==> src/rtl/frame_painter_pkg.sv <==
// Shared definitions for the frame painter: screen geometry defaults,
// RGB111 colour constants and the command FSM state encoding.
package frame_painter_pkg;

  localparam int SCREEN_X_DEF = 176;
  localparam int SCREEN_Y_DEF = 120;
  localparam int AW_DEF       = 15;
  localparam int DW_DEF       = 3;

  localparam logic [2:0] BLACK = 3'b000;
  localparam logic [2:0] BLUE  = 3'b001;
  localparam logic [2:0] GREEN = 3'b010;
  localparam logic [2:0] RED   = 3'b100;
  localparam logic [2:0] WHITE = 3'b111;

  typedef enum logic [1:0] {
    IDLE   = 2'd0,
    SETUP  = 2'd1,
    FILL   = 2'd2,
    FINISH = 2'd3
  } painter_state_t;

endpackage

==> src/rtl/frame_painter_rect_scan.sv <==
// Raster scanner for one rectangle: walks x across each row and steps the
// row base by SCREEN_X at every row change, so the fill loop only adds.
// Flags the last pixel of the rectangle for the controlling FSM.
module rect_scan
  import frame_painter_pkg::*;
#(
  parameter int SCREEN_X = SCREEN_X_DEF,
  parameter int AW       = AW_DEF
) (
  input  logic          clk,
  input  logic          rst,
  input  logic          load,
  input  logic          advance,
  input  logic [8:0]    x_start,
  input  logic [7:0]    y_start,
  input  logic [8:0]    x_end,
  input  logic [7:0]    y_end,
  input  logic [AW-1:0] base_start,
  output logic [AW-1:0] addr,
  output logic          last
);

  logic [8:0]    x;
  logic [7:0]    y;
  logic [8:0]    x_first;
  logic [8:0]    x_last;
  logic [7:0]    y_last;
  logic [AW-1:0] row_base;

  // Load a new rectangle, or step one pixel in row-major order.
  always_ff @(posedge clk) begin
    if (rst) begin
      x        <= '0;
      y        <= '0;
      x_first  <= '0;
      x_last   <= '0;
      y_last   <= '0;
      row_base <= '0;
    end else if (load) begin
      x        <= x_start;
      y        <= y_start;
      x_first  <= x_start;
      x_last   <= x_end - 9'd1;
      y_last   <= y_end - 8'd1;
      row_base <= base_start;
    end else if (advance) begin
      if (x == x_last) begin
        x        <= x_first;
        y        <= y + 8'd1;
        row_base <= row_base + AW'(SCREEN_X);
      end else begin
        x <= x + 9'd1;
      end
    end
  end

  assign addr = row_base + AW'(x);
  assign last = (x == x_last) && (y == y_last);

endmodule

==> src/rtl/frame_painter.sv <==
// Rectangle / clear-screen fill engine writing one pixel per clock into a
// dual-port frame buffer. Optional macro PAINTER_CLIP_EN clips rectangles
// to the screen instead of rejecting out-of-range ones with err.
module frame_painter
  import frame_painter_pkg::*;
#(
  parameter int SCREEN_X = SCREEN_X_DEF,
  parameter int SCREEN_Y = SCREEN_Y_DEF,
  parameter int AW       = AW_DEF,
  parameter int DW       = DW_DEF
) (
  input  logic          clk,
  input  logic          rst,
  input  logic          cmd_valid,
  output logic          cmd_ready,
  input  logic          cmd_clear,
  input  logic [7:0]    cmd_x0,
  input  logic [6:0]    cmd_y0,
  input  logic [7:0]    cmd_w,
  input  logic [6:0]    cmd_h,
  input  logic [DW-1:0] cmd_color,
  output logic          busy,
  output logic          done,
  output logic          err,
  output logic [AW-1:0] mem_px_addr,
  output logic [DW-1:0] mem_px_data,
  output logic          px_wr
);

  localparam logic [8:0] SX9 = 9'(SCREEN_X);
  localparam logic [7:0] SY8 = 8'(SCREEN_Y);

  painter_state_t state, state_next;

  logic          clear_q;
  logic [7:0]    x0_q;
  logic [6:0]    y0_q;
  logic [7:0]    w_q;
  logic [6:0]    h_q;
  logic [DW-1:0] color_q;

  logic [8:0]    x_sum;
  logic [7:0]    y_sum;
  logic [8:0]    x_start;
  logic [7:0]    y_start;
  logic [8:0]    x_end;
  logic [7:0]    y_end;
  logic [AW-1:0] base_start;
  logic          out_of_range;
  logic          empty;

  logic          scan_load;
  logic          scan_advance;
  logic [AW-1:0] scan_addr;
  logic          scan_last;

  logic [AW-1:0] hold_addr;
  logic [DW-1:0] hold_data;

  // State register.
  always_ff @(posedge clk) begin
    if (rst) state <= IDLE;
    else     state <= state_next;
  end

  // Capture the whole command when it is accepted in IDLE.
  always_ff @(posedge clk) begin
    if (rst) begin
      clear_q <= 1'b0;
      x0_q    <= '0;
      y0_q    <= '0;
      w_q     <= '0;
      h_q     <= '0;
      color_q <= '0;
    end else if (state == IDLE && cmd_valid) begin
      clear_q <= cmd_clear;
      x0_q    <= cmd_x0;
      y0_q    <= cmd_y0;
      w_q     <= cmd_w;
      h_q     <= cmd_h;
      color_q <= cmd_color;
    end
  end

  // Bounds for the scan, widened one bit so x0+w and y0+h cannot overflow.
  always_comb begin
    x_sum   = {1'b0, x0_q} + {1'b0, w_q};
    y_sum   = {1'b0, y0_q} + {1'b0, h_q};
    x_start = clear_q ? 9'd0 : {1'b0, x0_q};
    y_start = clear_q ? 8'd0 : {1'b0, y0_q};
`ifdef PAINTER_CLIP_EN
    x_end        = clear_q ? SX9 : ((x_sum > SX9) ? SX9 : x_sum);
    y_end        = clear_q ? SY8 : ((y_sum > SY8) ? SY8 : y_sum);
    out_of_range = 1'b0;
`else
    x_end        = clear_q ? SX9 : x_sum;
    y_end        = clear_q ? SY8 : y_sum;
    out_of_range = !clear_q && ((x_sum > SX9) || (y_sum > SY8));
`endif
    empty      = (x_end <= x_start) || (y_end <= y_start);
    base_start = AW'(y_start) * AW'(SCREEN_X);
  end

  rect_scan #(
    .SCREEN_X (SCREEN_X),
    .AW       (AW)
  ) u_scan (
    .clk        (clk),
    .rst        (rst),
    .load       (scan_load),
    .advance    (scan_advance),
    .x_start    (x_start),
    .y_start    (y_start),
    .x_end      (x_end),
    .y_end      (y_end),
    .base_start (base_start),
    .addr       (scan_addr),
    .last       (scan_last)
  );

  // Next-state and handshake/status outputs.
  always_comb begin
    state_next   = state;
    cmd_ready    = 1'b0;
    busy         = 1'b1;
    done         = 1'b0;
    err          = 1'b0;
    px_wr        = 1'b0;
    scan_load    = 1'b0;
    scan_advance = 1'b0;
    case (state)
      IDLE: begin
        cmd_ready = 1'b1;
        busy      = 1'b0;
        if (cmd_valid) state_next = SETUP;
      end
      SETUP: begin
        scan_load = 1'b1;
        if (out_of_range) begin
          err        = 1'b1;
          state_next = IDLE;
        end else if (empty) begin
          state_next = FINISH;
        end else begin
          state_next = FILL;
        end
      end
      FILL: begin
        px_wr        = 1'b1;
        scan_advance = 1'b1;
        if (scan_last) state_next = FINISH;
      end
      FINISH: begin
        done       = 1'b1;
        state_next = IDLE;
      end
      default: state_next = IDLE;
    endcase
  end

  // Remember the last written pixel so the write port holds between writes.
  always_ff @(posedge clk) begin
    if (rst) begin
      hold_addr <= '0;
      hold_data <= '0;
    end else if (px_wr) begin
      hold_addr <= scan_addr;
      hold_data <= color_q;
    end
  end

  assign mem_px_addr = px_wr ? scan_addr : hold_addr;
  assign mem_px_data = px_wr ? color_q   : hold_data;

endmodule

==> config.mk <==
export PLATFORM = sky130hd
export DESIGN_NAME = frame_painter
export DESIGN_NICKNAME = d
export VERILOG_FILES = /design/src/rtl/frame_painter_pkg.sv /design/src/rtl/frame_painter_rect_scan.sv /design/src/rtl/frame_painter.sv
export SDC_FILE = /design/constraint.sdc
export NUM_CORES = 1
export LEC_CHECK = 0
export CAP_MARGIN = 20
export CORE_ASPECT_RATIO = 1.75
export CORE_UTILIZATION = 55
export CTS_CLUSTER_SIZE = 14
export DETAILED_ROUTE_END_ITERATION = 6
export PLACE_DENSITY = 0.76
export SETUP_SLACK_MARGIN = 0.2
export SLEW_MARGIN = 40
export SYNTH_ARGS = -nofsm -noshare
export SYNTH_HDL_FRONTEND = slang
export SYNTH_SLANG_ARGS = --single-unit
export TNS_END_PERCENT = 5
==> constraint.sdc <==
create_clock -name clk -period 4.2 [get_ports clk]
set_input_delay 0.42 -clock clk [delete_from_list [all_inputs] [get_ports clk]]
set_output_delay 0.42 -clock clk [all_outputs]
set_load 0.01 [all_outputs]
==> results of run 1 <==
-- path summary, 6_finish.rpt --
check | end
setup / recovery | err
hold / removal | color_q[0]
setup reg to reg | state[0]
hold reg to reg | color_q[0]
-- metal layers --
metal,global-route usage,wire [µm],vias to the layer above
li1,-,-,3174
met1,0.2907,6568,2909
met2,0.4743,8686,126
met3,0.02770,428,36
met4,0.09914,514,0
met5,0,0,-
-- stage by stage --
stage | worst slack (ns) | cell area, µm² | instances | hold slack (ns) | power [mW]
after floorplan | 1.076 | 7069 | 884 | 0.4329 | 3.033
after global placement | 0.9002 | 7722 | 1075 | 0.4458 | 3.559
after detailed placement | 0.8281 | 7726 | 1075 | 0.4485 | 3.595
after CTS | 0.5180 | 8043 | 1091 | 0.4587 | 4.512
after global routing | 0.3051 | 8043 | 1091 | 0.4814 | 4.847
final | 0.5405 | 8043 | 1091 | 0.4587 | 4.491
-- area by class of cell --
class                           count  area (µm²)  share of cell area
Inverter                           40       150.1             0.01867
Multi-Input combinational cell    691        4563              0.5674
Clock inverter                      7       91.34             0.01136
Sequential cell                   107        2142              0.2663
Tap cell                          168       210.2             0.02614
Timing Repair Buffer               69       660.6             0.08214
Clock buffer                        9       225.2             0.02800
-- what timing repair did --
action / in CTS / in global routing
endpoints found under the setup margin: 0 / 1
resized for setup: 0 / 1
hold endpoints to repair: 0 / 0
-- power breakdown --
part,leakage (nW),internal [mW],total [mW],switching (mW)
logic,2.25,0.906,2.17,1.27
clock network,0.154,0.482,0.907,0.425
registers,0.872,1.21,1.41,0.206
total,3.28,2.59,4.49,1.90
-- Yosys cell counts (8+ instances only) --
master                     instances
sky130_fd_sc_hd__ha_1             61
sky130_fd_sc_hd__clkbuf_1         36
sky130_fd_sc_hd__a21o_1            8
sky130_fd_sc_hd__nand4_1           9
sky130_fd_sc_hd__nand2b_1         21
sky130_fd_sc_hd__nor2b_1          12
sky130_fd_sc_hd__nor4_1           10
sky130_fd_sc_hd__a211oi_1         23
sky130_fd_sc_hd__a21oi_1          81
sky130_fd_sc_hd__dfxtp_1         107
sky130_fd_sc_hd__nand2_1         117
sky130_fd_sc_hd__nand3_1          13
sky130_fd_sc_hd__a22oi_1          12
sky130_fd_sc_hd__nor2_1           75
sky130_fd_sc_hd__xnor2_1          32
sky130_fd_sc_hd__mux2_2           12
sky130_fd_sc_hd__inv_1            39
sky130_fd_sc_hd__xor2_1           17
sky130_fd_sc_hd__o21ai_0          47
sky130_fd_sc_hd__and2_1           22
sky130_fd_sc_hd__nor3_1           17
sky130_fd_sc_hd__and3_1            8
-- logic make-up after synthesis --
group | count (synthesis) | share of synthesized area
simple gates | 332 | 0.2266
compound gates | 222 | 0.1982
flops | 107 | 0.3030
buf+inv | 86 | 0.05239
fa+ha+maj | 68 | 0.1278
xor+xnor | 50 | 0.06301
mux | 19 | 0.02903
-- flip-flops by register name (all words and copies together), names as in the netlist, 7 cells and up, named ones only --
signal and cells:
hold_addr 15, u_scan.row_base 11, u_scan.x 9, u_scan.x_last 9
u_scan.x_first 8, u_scan.y 8, u_scan.y_last 8, w_q 8
x0_q 8, h_q 7, y0_q 7
-- tightest hold or removal path: stages (launching register included) --
cell                      delay (ns)
sky130_fd_sc_hd__dfxtp_1        0.31
sky130_fd_sc_hd__nand2_1        0.05
sky130_fd_sc_hd__a21oi_1        0.05
==> run summary, run 1 <==
The die width came out at 87.70 µm. The number of warnings issued by yosys is 0. The final antenna-violating net count came out at 0. The number of H-tree levels came out at 3. The cell with the largest stage delay on the worst path is sky130_fd_sc_hd__clkdlybuf4s50_1. The critical path depth in cells is 9. The sequential fraction of the synthesis area came out at 0.3030. The max-slew violation total from the final report came out at 0. Walking the worst path, the cells encountered are ha_1 -> fa_1 -> a21oi_1 -> o21bai_1 -> xnor2_1 -> o41ai_1 -> a211oi_1 -> nor2_1 -> clkdlybuf4s50_1.

The count of endpoints failing setup in the final report is 0. The peak supply drop came out at 0.4004 mV. The via-per-instance ratio is 5.724. The maximum operating frequency is 273.3 MHz.

The minimum clock period came out at 3.660 ns. The floorplan has 54 rows. The global-route wire length before repair came out at 27.60 mm.

The starting density of the core is 0.5656. The remaining routing DRC violations is 0. Of the post-synthesis cell area, the dominant cell type holds 0.3030. In this run the worst path has a maximum fanout of 4. STA classifies the critical path endpoint as an output pin. The total global-route track usage is 0.2568.

Counting every sink on the clock net gives 107. The clock-pin slew reported for the worst setup and hold paths after clock tree synthesis came out at 0.08 ns. The maximum count of clock buffers along a single path came out at 2. STA puts the critical path data required time at 3.78 ns. The final routed wirelength across all metal layers came out at 16.20 mm. The hold violation count in the final report is 0. The final antenna diode count came out at 0. The data arrival time of the critical path came out at 3.24 ns. The final layout net count came out at 1,023. The initial antenna violation count came out at 0.

The overall overflow remaining after global route came out at 0. On the worst path, the slowest cell contributes a delay of 0.56 ns. Entering global routing, the biggest net connects 69 pins. The full die area came out at 0.01333 mm². The worst hold path belongs to the class reg -> reg.

The post-synthesis async set-or-reset flop share came out at 0. The distinct cell type count of the synthesized netlist came out at 70. The routed length per placed instance is 14.85 µm. The post-route core utilization came out at 0.6434. The transition time at the pin with the least slew margin came out at 0.7749 ns. STA classifies the critical path startpoint as a flip-flop.

At the later pin of the worst-skew pair, clock insertion delay measures 0.35 ns. The number of setup buffers added after CTS is 0. Counting flops with a built-in enable in the synthesized netlist gives 0. 60 I/O pins were placed.

Grouping stages by cell kind, the critical path spends the most delay in compound AO/OA/AOI/OAI gates. Dividing total power by cell area gives a power density of 558.4 mW/mm². The post-synthesis net count came out at 989.

The wire-length estimate of the detail-placed layout is 12.25 mm. After synthesis, the cell types taking the most area are sky130_fd_sc_hd__dfxtp_1, sky130_fd_sc_hd__ha_1, sky130_fd_sc_hd__nand2_1. The worst hold path begins at color_q[0].

The die height is 152.0 µm. A synthesized cell averages 7.997 µm². The max-capacitance violation count is 0. The path depth of the worst reg2reg path came out at 14.

The maximum clock skew at final layout came out at 0.01149 ns. The detailed router's first-iteration violation count is 345. Setup repair after global routing left no endpoint under its margin.

The relative slew slack came out at 0.4834. The CTS buffer count came out at 9. The startpoint identified for the worst register-to-register timing path is y0_q[0]. During placement, the flow inserted port buffers numbering 59. The last weighted congestion value of the routability-driven placer came out at 0.9023. CTS placed an instance of sky130_fd_sc_hd__clkbuf_16 at the clock tree root. The post-route fraction of the period consumed by the critical path came out at 0.8713. The count of buffering cells on the critical path with inverters included is 1. The growth of design area from synthesis to finish is 13.77%.

The number of instances on the worst hold path came out at 2. The most critical setup path has its startpoint at x0_q[0]. The placeable core area came out at 0.01250 mm².

TritonCTS built the clock tree. The register-to-register setup slack is 0.79 ns. In the layout the commonest cells are sky130_fd_sc_hd__nand2_1, sky130_fd_sc_hd__dfxtp_1, sky130_fd_sc_hd__a21oi_1, sky130_fd_sc_hd__nor2_1, sky130_fd_sc_hd__ha_1. Among all flip-flop cells after synthesis, the most frequent one is sky130_fd_sc_hd__dfxtp_1. The total of hold buffers inserted after clock tree synthesis is 0.

The run finished with clean final reports. The reported leakage power came out at 3.276 nW. The via count of the first global-routing pass came out at 5,949. The library cell used most frequently in the layout, excluding fill and tap cells, is sky130_fd_sc_hd__nand2_1.

The gate count after technology mapping is 884. The total negative slack for setup checks is 0 ns. The layout has 1,114 filler cells. The synthesized flop and latch total came out at 107. sky130_fd_sc_hd__dfxtp_1 takes more of the synthesized area than any other cell. The synthesized netlist occupies a cell area of 0.007069 mm².

The fraction of layout cells with a size suffix above 1 came out at 0.06392. The total via count in the routed design came out at 6,245. By startpoint and endpoint, the worst setup path is classified as reg -> out.

The first-pass detailed-route iteration total is 4.
Note: power is estimated with default switching activity, not from simulation.
==> run 2, diff against run 1 <==
--- a/config.mk
+++ b/config.mk
@@ -6,7 +6,7 @@
 export NUM_CORES = 1
 export LEC_CHECK = 0
 export CAP_MARGIN = 20
-export CORE_ASPECT_RATIO = 1.75
+export CORE_ASPECT_RATIO = 2
 export CORE_UTILIZATION = 55
 export CTS_CLUSTER_SIZE = 14
 export DETAILED_ROUTE_END_ITERATION = 6
==> run 2 against run 1 <==
Net effect: first-iteration DRC count shrank 6.1%; sequential share of layout area grew 0.19 points; via count grew 0.67%; final cell count shrank 1.8%; sequential power is essentially flat; combinational power is essentially flat; critical path depth is the same; setup slack lost 0.16 ns; clock power shrank 8.6%; worst hold slack lost 0.0029 ns.
==> run summary, run 2 (synthesis results as in run 1) <==
The max-capacitance violation count is 0 (unchanged). The critical path is of the reg -> out type. The library cell used most frequently in the layout, excluding fill and tap cells, is sky130_fd_sc_hd__nand2_1. The ratio of total power to cell area is 550.7 mW/mm² (-1.4%). The global-route wire length before repair was 26.86 mm (-2.7%). The power consumption is 4.398 mW (-2.1%). The maximum count of clock buffers along a single path came out at 2 (unchanged).

The cell with the largest stage delay on the worst path is sky130_fd_sc_hd__o41ai_1. The total of hold buffers inserted after clock tree synthesis is 0 (unchanged). The total global-route track usage came out at 0.2579 (+0.001113). The register cell area after layout came out at 0.002142 mm² (unchanged). The relative slew slack came out at 0.4526 (-0.03075).

The largest stage delay on the critical path came to 0.63 ns (+0.07 ns). The minimum clock period is 3.822 ns (+0.1622 ns). The count of endpoints failing setup in the final report came out at 0 (unchanged). The count of pins on the block boundary came out at 60 (unchanged). The data required time of the worst path came out at 3.78 ns (about the same). The fraction of power spent switching nets is 0.4267 (+0.004304). The hold violation count in the final report is 0 (unchanged). The part of the power in combinational logic came out at 0.491 (+0.007). The max-slew violation total from the final report came to 0 (unchanged). The die width came out at 82.17 µm (-6.3%).

The final instance area came out at 0.007985 mm² (-0.72%). The peak supply drop came out at 0.4245 mV (+6.0%). In the layout the commonest cells are sky130_fd_sc_hd__nand2_1, sky130_fd_sc_hd__dfxtp_1, sky130_fd_sc_hd__a21oi_1, sky130_fd_sc_hd__nor2_1, sky130_fd_sc_hd__ha_1. The maximum number of pins on one net before global-route repair is 91 (+32%).

The starting density of the core came out at 0.5631 (-0.002480). The part of the power in registers is 0.320 (+0.006). The routed length per placed instance is 15.10 µm (+1.7%). The transition time at the pin with the least slew margin is 0.8156 ns (+0.04066 ns). The initial antenna violation count is 0 (unchanged). The overall overflow remaining after global route is 0 (unchanged).

The worst register-to-register path begins at y0_q[0]. The fraction of layout cells with a size suffix above 1 came to 0.06189 (-0.002033). The path depth of the worst reg2reg path is 14 (unchanged). The hold path startpoint is color_q[2].

The maximum operating frequency is 261.7 MHz (-4.2%). The die height is 162.3 µm (+6.8%). The post-place setup slack is 0.7804 ns (-0.04768 ns). In this design, the largest share of critical-path delay is due to compound AO/OA/AOI/OAI gates. The number of instances on the worst hold path came out at 2 (unchanged). The largest registers in the layout are hold_addr (15), u_scan.row_base (11).

The final antenna diode count came to 0 (unchanged). The wire length on met2 came to 8.914 mm (+2.6%). The worst setup path is launched from a flip-flop. Setup repair after global routing could not meet its margin everywhere. The final layout net count was 1,022 (-0.098%). The worst setup path is captured at an output pin. The final-layout worst hold slack is 0.4558 ns (-0.002902 ns). The cell row count was 58 (+7.4%). The placeable core area is 0.01255 mm² (+0.44%). The total via count in the routed design is 6,287 (+0.67%). The via-per-instance ratio came out at 5.870 (+2.6%). The full die area came out at 0.01334 mm² (about the same). The internal power component is 2.521 mW (-2.8%). The clock latency of the later-clocked register in the worst-skew pair came out at 0.35 ns (about the same). The remaining routing DRC violations came out at 0 (unchanged). The tree is rooted in a sky130_fd_sc_hd__clkbuf_16.

The flip-flop count of the largest register, all copies and words added was 15 (unchanged). The growth of design area from synthesis to finish is 12.96%. The capture endpoint of the worst hold path is color_q[2]. The via count of the first global-routing pass came out at 5,927 (-0.37%). The worst hold-check path type is reg -> reg. The TritonCTS sink count is 107 (unchanged). The maximum clock skew at final layout came out at 0.01219 ns (+0.0006993 ns).

The routed wire length on met3 came out at 381 µm (-11%). The run finished with clean final reports. Walking the worst path, the cells encountered are ha_1 -> fa_1 -> a21oi_1 -> o21bai_1 -> xnor2_1 -> o41ai_1 -> a211oi_1 -> nor2_1 -> clkdlybuf4s50_1. The area occupied by multi-input gates came out at 0.004563 mm² (unchanged). The largest fanout on the critical path came to 4 (unchanged). The CTS tree is yes.

The data arrival time of the critical path is 3.40 ns (+0.16 ns). The reported leakage power came out at 3.258 nW (-0.56%). The CTS buffer count is 9 (unchanged). The instance area at placement is 0.007700 mm² (-0.34%).

The endpoint of the worst register-to-register path is state[0]. The number of filler cells placed in the layout came out at 1,129 (+1.3%). The total negative slack for setup checks came to 0 ns (unchanged).

The switching power total is 1.877 mW (-1.1%). The final routed wirelength across all metal layers came out at 16.17 mm (-0.19%). The met1 layer wirelength in the final routing is 6.216 mm (-5.4%). The count of buffering cells on the critical path with inverters included is 1 (unchanged).

The last weighted congestion value of the routability-driven placer is 0.9231 (+2.3%). The number of input and output port buffers inserted is 59 (unchanged). The first-pass detailed-route iteration total is 5 (+1). The register-to-register setup slack is 0.75 ns (-0.04 ns). The highest layer touched by signal routing is met4. The post-layout worst setup margin came out at 0.3783 ns (-0.1622 ns). The post-route fraction of the period consumed by the critical path is 0.9099 (+0.03862).

The number of H-tree levels came out at 3 (unchanged). More flip-flops sit in one register than any other, and that register is hold_addr. The HPWL after detailed placement came out at 12.24 mm (about the same).

The clock-pin slew reported for the worst setup and hold paths after clock tree synthesis was 0.08 ns (about the same). The part of the power in the clock network is 0.188 (-0.014). The detailed router's first-iteration violation count was 324 (-6.1%). The final antenna-violating net count came to 0 (unchanged).
-- run 2: power by group through the flow --
stage	sequential (mW)	combinational, mW	clock, mW
after global routing	1.43	2.42	0.881
after detailed placement	1.43	2.16	0
after floorplan	1.36	1.67	0
final	1.41	2.16	0.829
after global placement	1.42	2.12	0
after CTS	1.41	2.17	0.845
-- run 2: worst max-delay path by stage --
stage / slack, ns / end / cells past startpoint / from
after floorplan: 1.08 / u_scan.row_base[14] / 15 / clear_q
after detailed placement: 0.78 / err / 9 / x0_q[0]
after global routing: 0.14 / err / 9 / x0_q[0]
after global placement: 0.84 / err / 9 / x0_q[0]
final: 0.38 / err / 9 / x0_q[0]
after CTS: 0.35 / err / 9 / x0_q[0]
-- run 2: per-stage QoR --
stage,util,std cells
floorplan,-,884
global placement,0.6127,1056
detailed placement,0.6133,1056
CTS,0.6360,1071
global route,0.6360,1071
finish,0.6360,1071
-- run 2: layout make-up --
type / instances / share of cell area
Clock buffer: 9 / 0.02820
Clock inverter: 6 / 0.007521
Inverter: 40 / 0.01880
Multi-Input combinational cell: 691 / 0.5715
Sequential cell: 107 / 0.2683
Tap cell: 150 / 0.02350
Timing Repair Buffer: 68 / 0.08226
-- run 2: per-layer routing --
layer  global-route usage  vias to the layer above
li1                     -                     3185
met3              0.03529                       50
met1               0.2804                     2911
met5                    0                        -
met4               0.1276                        0
met2               0.4677                      141
-- run 2: worst min-delay path: cells and delay by family, from the launching register on --
family          cells  cell delay, ns
flops               1            0.31
compound gates      1            0.05
simple gates        1            0.05
-- run 2: what timing repair did --
action	in CTS	in global routing
setup endpoints to repair	0	3
gates resized for setup	0	1
buffers inserted	0	0
==> RTL change (config.mk and constraints of run 1) <==
Add a define of `PAINTER_CLIP_EN`.
--- a/src/rtl/frame_painter.sv
+++ b/src/rtl/frame_painter.sv
@@ -3,2 +3,4 @@
 // to the screen instead of rejecting out-of-range ones with err.
+`define PAINTER_CLIP_EN
+
 module frame_painter
Formal check against the unedited RTL: not equivalent (Yosys sat finds a counterexample within 4 cycles, from zero or initial values and one cycle with rst high).
==> RTL change against run 1 <==
  * Power is 8.8% higher
  * Cell area is 0.50% higher
  * Sequential cell count stayed put
  * Clock power is 4.7% higher
  * Setup slack worse by 0.096 ns
  * Synthesized area hardly changed
  * First-iteration DRC count is 25% lower
  * Routed wire length is 2.7% higher
  * Critical path depth is 5 higher
  * Largest cell class unchanged
==> RTL change: results (changes against run 1) <==
CTS Buffer Depth 2 (unchanged); Hold Worst Slack 0.4565 ns (-0.002224 ns); Leakage Power 3.242 nW (-1.0%); drt via density 5.744 (+0.35%); CP max stage delay 0.51 ns (-0.05 ns); GRT Util Overall 25.99% (+0.32 points); clk_skew 0.006825 ns (-0.004667 ns); CP max stage cell or4b_4; Max VDD drop 0.3516 mV (-12%); largest net degree at the start of global routing 90 (+30%); drt total wl 16,640 µm (+2.7%); r2r setup slk 0.44 ns (-0.35 ns); top cells by area, synth dfxtp_1 (30%), ha_1 (11%), a21oi_1 (6.6%); share of layout cells above drive strength 1 7.726% (+1.3 points); drt initial violations 259 (-25%); Slew headroom 52.09% (+3.8 points); power density over the cells 604.3 mW/mm² (+8.2%); DP Cell Count 1,068 (-0.65%); vias in the first global route 5,942 (-0.12%); Detail Placement HPWL 12,370 µm (+0.97%); placed cell areas 0.007700 mm² (-0.34%); outcome finished clean; Synthesized Nets 983 (-0.61%); Synth Area per Inst 8.055 µm² (+0.73%); drt pass-1 iters 4 (unchanged); Critical Path AT 4.04 ns (+0.80 ns); WL/cell 15.31 µm (+3.1%); post-synthesis sequential area ratio 30.32% (about the same); crit path max fanout 6 (+2); Synth cell types 75 (+7.1%); Reg clk slew, reported paths 0.07 ns; CTS Buf Count 9 (unchanged); Largest delay share family, worst path simple AND/OR/NAND/NOR gates; routability cong. 0.9211 (+2.1%)
[RTL change: path summary, 6_finish.rpt]
check | startpoint | endpoint
setup / recovery | x0_q[0] | u_scan.x_last[6]
hold / removal | color_q[2] | color_q[2]
setup reg to reg | x0_q[0] | u_scan.x_last[6]
hold reg to reg | color_q[2] | color_q[2]
[RTL change: layer usage]
layer	track usage (%)	routed length, µm	up-vias	part of all wire [%]
met5	0	0	-	0
met4	12.33	619	0	3.7
met3	3.150	387	43	2.3
met2	48.29	9075	111	55
met1	28.11	6561	2951	39
li1	-	-	3139	-
[RTL change: cell type report]
class	instances	share of cell area, %
clock inverter	5	1.037
multi-input combinational	679	56.22
inverter	46	2.136
timing repair buffer	71	8.375
clock buffer	11	3.127
tap	168	2.601
sequential	107	26.50
[RTL change: cells by family after synthesis]
group / Yosys count / share of synthesized area, %
AOI/OAI and AO/OA: 226 / 20.65
xor gates and xnor gates: 45 / 5.792
adders and majority gates: 69 / 12.96
buffers and inverters: 91 / 5.774
DFF: 107 / 30.32
muxes: 19 / 2.905
other: 1 / 0.05308
and+or+nand+nor: 319 / 21.54
[RTL change: repair_timing]
item	in CTS	in global routing
setup endpoints to repair	0	4
resized for setup	0	8
buffers inserted	0	3
[RTL change: power by group]
part	switching [mW]	internal (mW)	total [mW]
Combinational	1.43	1.04	2.48
Sequential	0.223	1.23	1.45
Clock	0.393	0.558	0.950
Total	2.05	2.83	4.88
[RTL change: worst reg2reg max path: stages, from the launching register on]
cell,delay [ns]
dfxtp_1,0.36
ha_1,0.20
inv_1,0.06
fa_1,0.41
nand2b_1,0.20
a21oi_2,0.23
xor2_2,0.21
a32oi_1,0.13
o21a_2,0.28
nand2_1,0.12
ha_1,0.23
or4b_4,0.51
or4b_1,0.47
o311a_1,0.14
nor3_2,0.14
[RTL change: per-stage QoR]
step | total power [mW] | worst slack, ns
final | 4.885 | 0.4444
after global routing | 5.265 | 0.2357
after CTS | 4.862 | 0.2251
after detailed placement | 3.900 | 0.2407
after global placement | 3.848 | 0.4886
after floorplan | 3.269 | 0.7519
